**config.mk**
```make
export PLATFORM = sky130hd
export DESIGN_NAME = sys_arr_mac_sequencer
export DESIGN_NICKNAME = d
export VERILOG_FILES = /design/src/rtl/sys_arr_mac_sequencer.sv
export SDC_FILE = /design/constraint.sdc
export NUM_CORES = 1
export LEC_CHECK = 0
export ABC_AREA = 1
export ABC_CLOCK_PERIOD_IN_PS = 1880
export BUFFER_PORTS_ARGS = -buffer_cell sky130_fd_sc_hd__buf_2
export CORE_MARGIN = 2
export CORE_UTILIZATION = 35
export CTS_CLUSTER_SIZE = 28
export DETAILED_ROUTE_END_ITERATION = 8
export MAX_ROUTING_LAYER = met4
export PLACE_DENSITY = 0.6
export SYNTH_ARGS = -nofsm -noshare
export SYNTH_HDL_FRONTEND = slang
export SYNTH_SLANG_ARGS = --single-unit
```
**constraint.sdc**
```tcl
create_clock -name CLK -period 1.88 [get_ports CLK]
set_input_delay 0.376 -clock CLK [delete_from_list [all_inputs] [get_ports CLK]]
set_output_delay 0.376 -clock CLK [all_outputs]
set_load 0.1 [all_outputs]
```
**src/rtl/sys_arr_mac_sequencer.sv**
```systemverilog
// Sequencer that feeds one systolic-array MAC: per job it loads a weight, then for each
// (value, psum) pair it starts the MAC, waits for value_ready and hands the result downstream.
package sys_arr_pkg;
  localparam int unsigned DW = 16;
endpackage

module sys_arr_mac_sequencer #(
  parameter int unsigned DW      = sys_arr_pkg::DW,
  parameter int unsigned CW      = 8,
  parameter int unsigned TIMEOUT = 64
) (
  input  logic          CLK,
  input  logic          nRST,
  input  logic          cfg_valid,
  output logic          cfg_ready,
  input  logic [DW-1:0] cfg_weight,
  input  logic [CW-1:0] cfg_count,
  input  logic          in_valid,
  output logic          in_ready,
  input  logic [DW-1:0] in_value,
  input  logic [DW-1:0] in_psum,
  output logic          mac_start,
  output logic [DW-1:0] mac_weight,
  output logic [DW-1:0] mac_in_value,
  output logic [DW-1:0] mac_in_accumulate,
  input  logic [DW-1:0] mac_out_accumulate,
  input  logic          mac_value_ready,
  output logic          out_valid,
  input  logic          out_ready,
  output logic [DW-1:0] out_data,
  output logic          busy,
  output logic          done,
  output logic          timeout_err
);

  localparam int unsigned WCW = (TIMEOUT < 2) ? 1 : $clog2(TIMEOUT);
  localparam logic [WCW-1:0] TMO_LAST = WCW'(TIMEOUT - 1);

  typedef enum logic [1:0] {
    S_IDLE,
    S_ISSUE,
    S_WAIT,
    S_OUT
  } state_t;

  state_t         state;
  state_t         state_next;
  logic [CW-1:0]  remain;
  logic [WCW-1:0] wait_cnt;

  logic cfg_fire;
  logic in_fire;
  logic resp;
  logic tmo;
  logic out_fire;
  logic last;

  assign cfg_ready = (state == S_IDLE);
  assign in_ready  = (state == S_ISSUE);
  assign busy      = (state != S_IDLE);

  always_ff @(posedge CLK or negedge nRST) begin
    if (!nRST) begin
      state <= S_IDLE;
    end else begin
      state <= state_next;
    end
  end

  always_comb begin
    state_next = state;
    cfg_fire   = 1'b0;
    in_fire    = 1'b0;
    resp       = 1'b0;
    tmo        = 1'b0;
    out_fire   = 1'b0;
    last       = 1'b0;
    case (state)
      S_IDLE: begin
        if (cfg_valid) begin
          cfg_fire = 1'b1;
          if (cfg_count != '0) state_next = S_ISSUE;
        end
      end
      S_ISSUE: begin
        if (in_valid) begin
          in_fire    = 1'b1;
          state_next = S_WAIT;
        end
      end
      S_WAIT: begin
        // A ready seen while the start pulse is still out belongs to no request of ours.
        if (!mac_start && mac_value_ready) begin
          resp       = 1'b1;
          state_next = S_OUT;
        end else if (wait_cnt == TMO_LAST) begin
          tmo        = 1'b1;
          state_next = S_IDLE;
        end
      end
      S_OUT: begin
        if (out_ready) begin
          out_fire = 1'b1;
          if (remain == CW'(1)) begin
            last       = 1'b1;
            state_next = S_IDLE;
          end else begin
            state_next = S_ISSUE;
          end
        end
      end
      default: state_next = S_IDLE;
    endcase
  end

  always_ff @(posedge CLK or negedge nRST) begin
    if (!nRST) begin
      mac_start         <= 1'b0;
      mac_weight        <= '0;
      mac_in_value      <= '0;
      mac_in_accumulate <= '0;
      out_valid         <= 1'b0;
      out_data          <= '0;
      done              <= 1'b0;
      timeout_err       <= 1'b0;
      remain            <= '0;
      wait_cnt          <= '0;
    end else begin
      done      <= (cfg_fire && (cfg_count == '0)) || (out_fire && last);
      mac_start <= in_fire;
      if (cfg_fire) begin
        mac_weight  <= cfg_weight;
        remain      <= cfg_count;
        timeout_err <= 1'b0;
      end
      if (in_fire) begin
        mac_in_value      <= in_value;
        mac_in_accumulate <= in_psum;
        wait_cnt          <= '0;
      end else if (state == S_WAIT) begin
        wait_cnt <= wait_cnt + WCW'(1);
      end
      if (tmo) timeout_err <= 1'b1;
      if (resp) begin
        out_data  <= mac_out_accumulate;
        out_valid <= 1'b1;
      end
      if (out_fire) begin
        out_valid <= 1'b0;
        remain    <= remain - CW'(1);
      end
    end
  end

endmodule

```
==> metrics <==
Finished Cell Area=around 4800 um^2; drt first-iter violations=204; share of the synthesized area in the top cell type=0.5708; post-layout util=0.4641; initial antenna violation count=0; Initial Utilization=0.3583; Slew Limit Fails=0; ys async rst share=1.000; arrival time worst endpoint=between 1 and 1.5 ns; highest cell delay on the worst timing path=between 0.4 and 0.5 ns; core area=roughly 10,000 um^2; Num CTS Buffers=9; Clock Tree Root=clkbuf_8; clock sinks=84; CP Cell Sequence=nor2_4 -> inv_1 -> clkbuf_4; Avg WL per Cell=~12 um; IO buf count=between 100 and 150; Top FF cell, synth=dfrtp_1; Die Y=106.6 um; fillers=around 1,100; Max Root-Sink Buffers=2; wirelength, routed=8567 um; startpoint types=flop; H-tree depth=3; slowest CP cell=dfrtp_1; Syn Inst Count=approximately 440; Net Count, Synth=between 500 and 600; Setup TNS Final=0 ns; synth warn=0; Post-synth EDFFs=0; worst path bufs/invs=2; antenna viol nets, final=0; via count=approximately 3,200; first-pass GRT wire length=approximately 14,000 um; Commonest cells post-synth=nand2_1 (244), dfrtp_1 (84), inv_1 (19), nor2_1 (19), nand3_1 (14); outcome=completed; CTS tree=built; WP data required=approximately 1.5 ns; RSZ-0062 raised after global routing=no; kind of cell adding the most delay to the critical path=flip-flops; die area=around 11,000 um^2; routed vias/inst=~4.4; HP Class=in -> reg; P&R area growth vs syn=29.53%; # Max-Cap Violations=0; sequential area share after synthesis=0.5708; CP endpoint kind=primary output; Max-slew headroom=0.6653; # nets final=675; Pre-Repair DR Iteration Count=6; HPWL after DPL=between 6000 and 7000 um; Ports=between 100 and 150; crit path time final=between 1.5 and 2 ns; vias in the first global route=approximately 3,100; largest net degree at the start of global routing=37; Mapped Avg Cell Area=about 8.4 um^2; Post-CTS Setup Inserts=0; layout cell share with drive strength beyond 1=0.3222; Worst-Margin Slew=0.5055 ns; Tot GR Track Use=0.1597; cell area after placement=approximately 4600 um^2; Tcrit/Tclk final=0.9389; DRC=0; register bit count reported by yosys=84; Final setup viols=0; clk slew on worst S/H paths=around 0.090 ns; FP Rows=37; n_diodes=0; most frequent cell after synthesis=nand2_1; Die X=106.6 um; GPL Wtd Cong=0.8273; Fin. Hold Viols=0; mapped cell area=3682 um^2; Yosys top cell by area=dfrtp_1; fmax=0.5665 GHz; Netlist cell types=27; gr ovfl total=0; critical path class=reg -> out; Crit Path Max Fanout=5; Synth area leaders=dfrtp_1 (57%), nand2_1 (25%), inv_1 (1.9%); Worst Skew=about 0.0080 ns; Worst-Skew Late Latency=between 0.3 and 0.4 ns
## per-layer routing
layer  routed length, um  global-route usage  share of wire  vias up
met3                 586             0.03040          0.068       11
met2                3801              0.2398           0.44      114
met4                  92             0.06401          0.011        0
met1                4086              0.2145           0.48     1442
met5                   0                   -              0        -
li1                    -                   -              -     1647
## worst paths after layout
check                           cells after the start               endpoint  slack (ns)                  from
worst max-delay path                                3                   busy        0.11              state[1]
worst min-delay path                                3         mac_weight[14]        0.22        cfg_weight[14]
worst max register to register                      7              remain[7]        0.46              state[1]
worst min register to register                      2   mac_in_accumulate[3]        0.47  mac_in_accumulate[3]
max in group asynchronous                           3   mac_in_accumulate[5]        0.85                  nRST
min in group asynchronous                           2  mac_in_accumulate[13]        0.46                  nRST
## through the flow
step	hold WS, ns	cells	worst slack, ns
after global routing	0.1993	735	0.04102
after floorplan	0.08041	439	-0.1399
after detailed placement	0.3050	718	0.3717
after global placement	0.3001	718	0.3933
after CTS	0.2006	735	0.03704
final	0.2160	735	0.1149
## cell type report
class / instances / area (um^2) / share of cell area
flip-flops and latches: 84 / 2102 / 0.4407
multi-input cells: 315 / 1368 / 0.2867
repair buffers: 156 / 825.8 / 0.1731
well taps: 136 / 170.2 / 0.03568
clock buffers: 13 / 168.9 / 0.03541
inverters: 28 / 115.1 / 0.02413
clock inverters: 3 / 20.02 / 0.004197
## kinds of logic (layout without fill, tap and decap cells)
family	after synthesis	count (layout)	synth area share
buffers and inverters	40	200	0.05776
flip-flops	84	84	0.5708
XOR/XNOR	1	1	0.002379
AO/OA/AOI/OAI	20	20	0.03364
adder cells (fa/ha/maj)	3	3	0.01019
AND/OR/NAND/NOR	291	291	0.3252
## what timing repair did
action,CTS,global route
hold buffers,1,0
endpoints found under the setup margin,2,1
gates resized for setup,2,1
cloned,0,0
endpoints found under the hold margin,20,0
## tightest hold or removal path, cell delays in order
cell and delay, ns:
buf_2 0.08, nand2_1 0.04, nand2_1 0.04
## layout by cell type, fill, tap and decap left out, types with 3 or more instances in the layout
| master | instances |
|---|---|
| buf_4 | 9 |
| a21oi_1 | 3 |
| inv_1 | 19 |
| inv_2 | 5 |
| clkbuf_8 | 12 |
| nor2_1 | 19 |
| nand2_4 | 3 |
| dfrtp_1 | 84 |
| nand2_2 | 4 |
| nand2_1 | 244 |
| buf_2 | 144 |
| ha_1 | 3 |
| inv_4 | 4 |
| nand3_1 | 14 |
| o21ai_0 | 9 |
## flip-flops by register name (all words and copies together), names as in the netlist, 2 cells and up
register / count
state: 2
wait_cnt: 6
mac_in_value: 16
mac_weight: 16
out_data: 16
remain: 8
mac_in_accumulate: 16
Power is not shown: default switching activity piles up to over one toggle a cycle in this logic, so the estimate is an artifact.
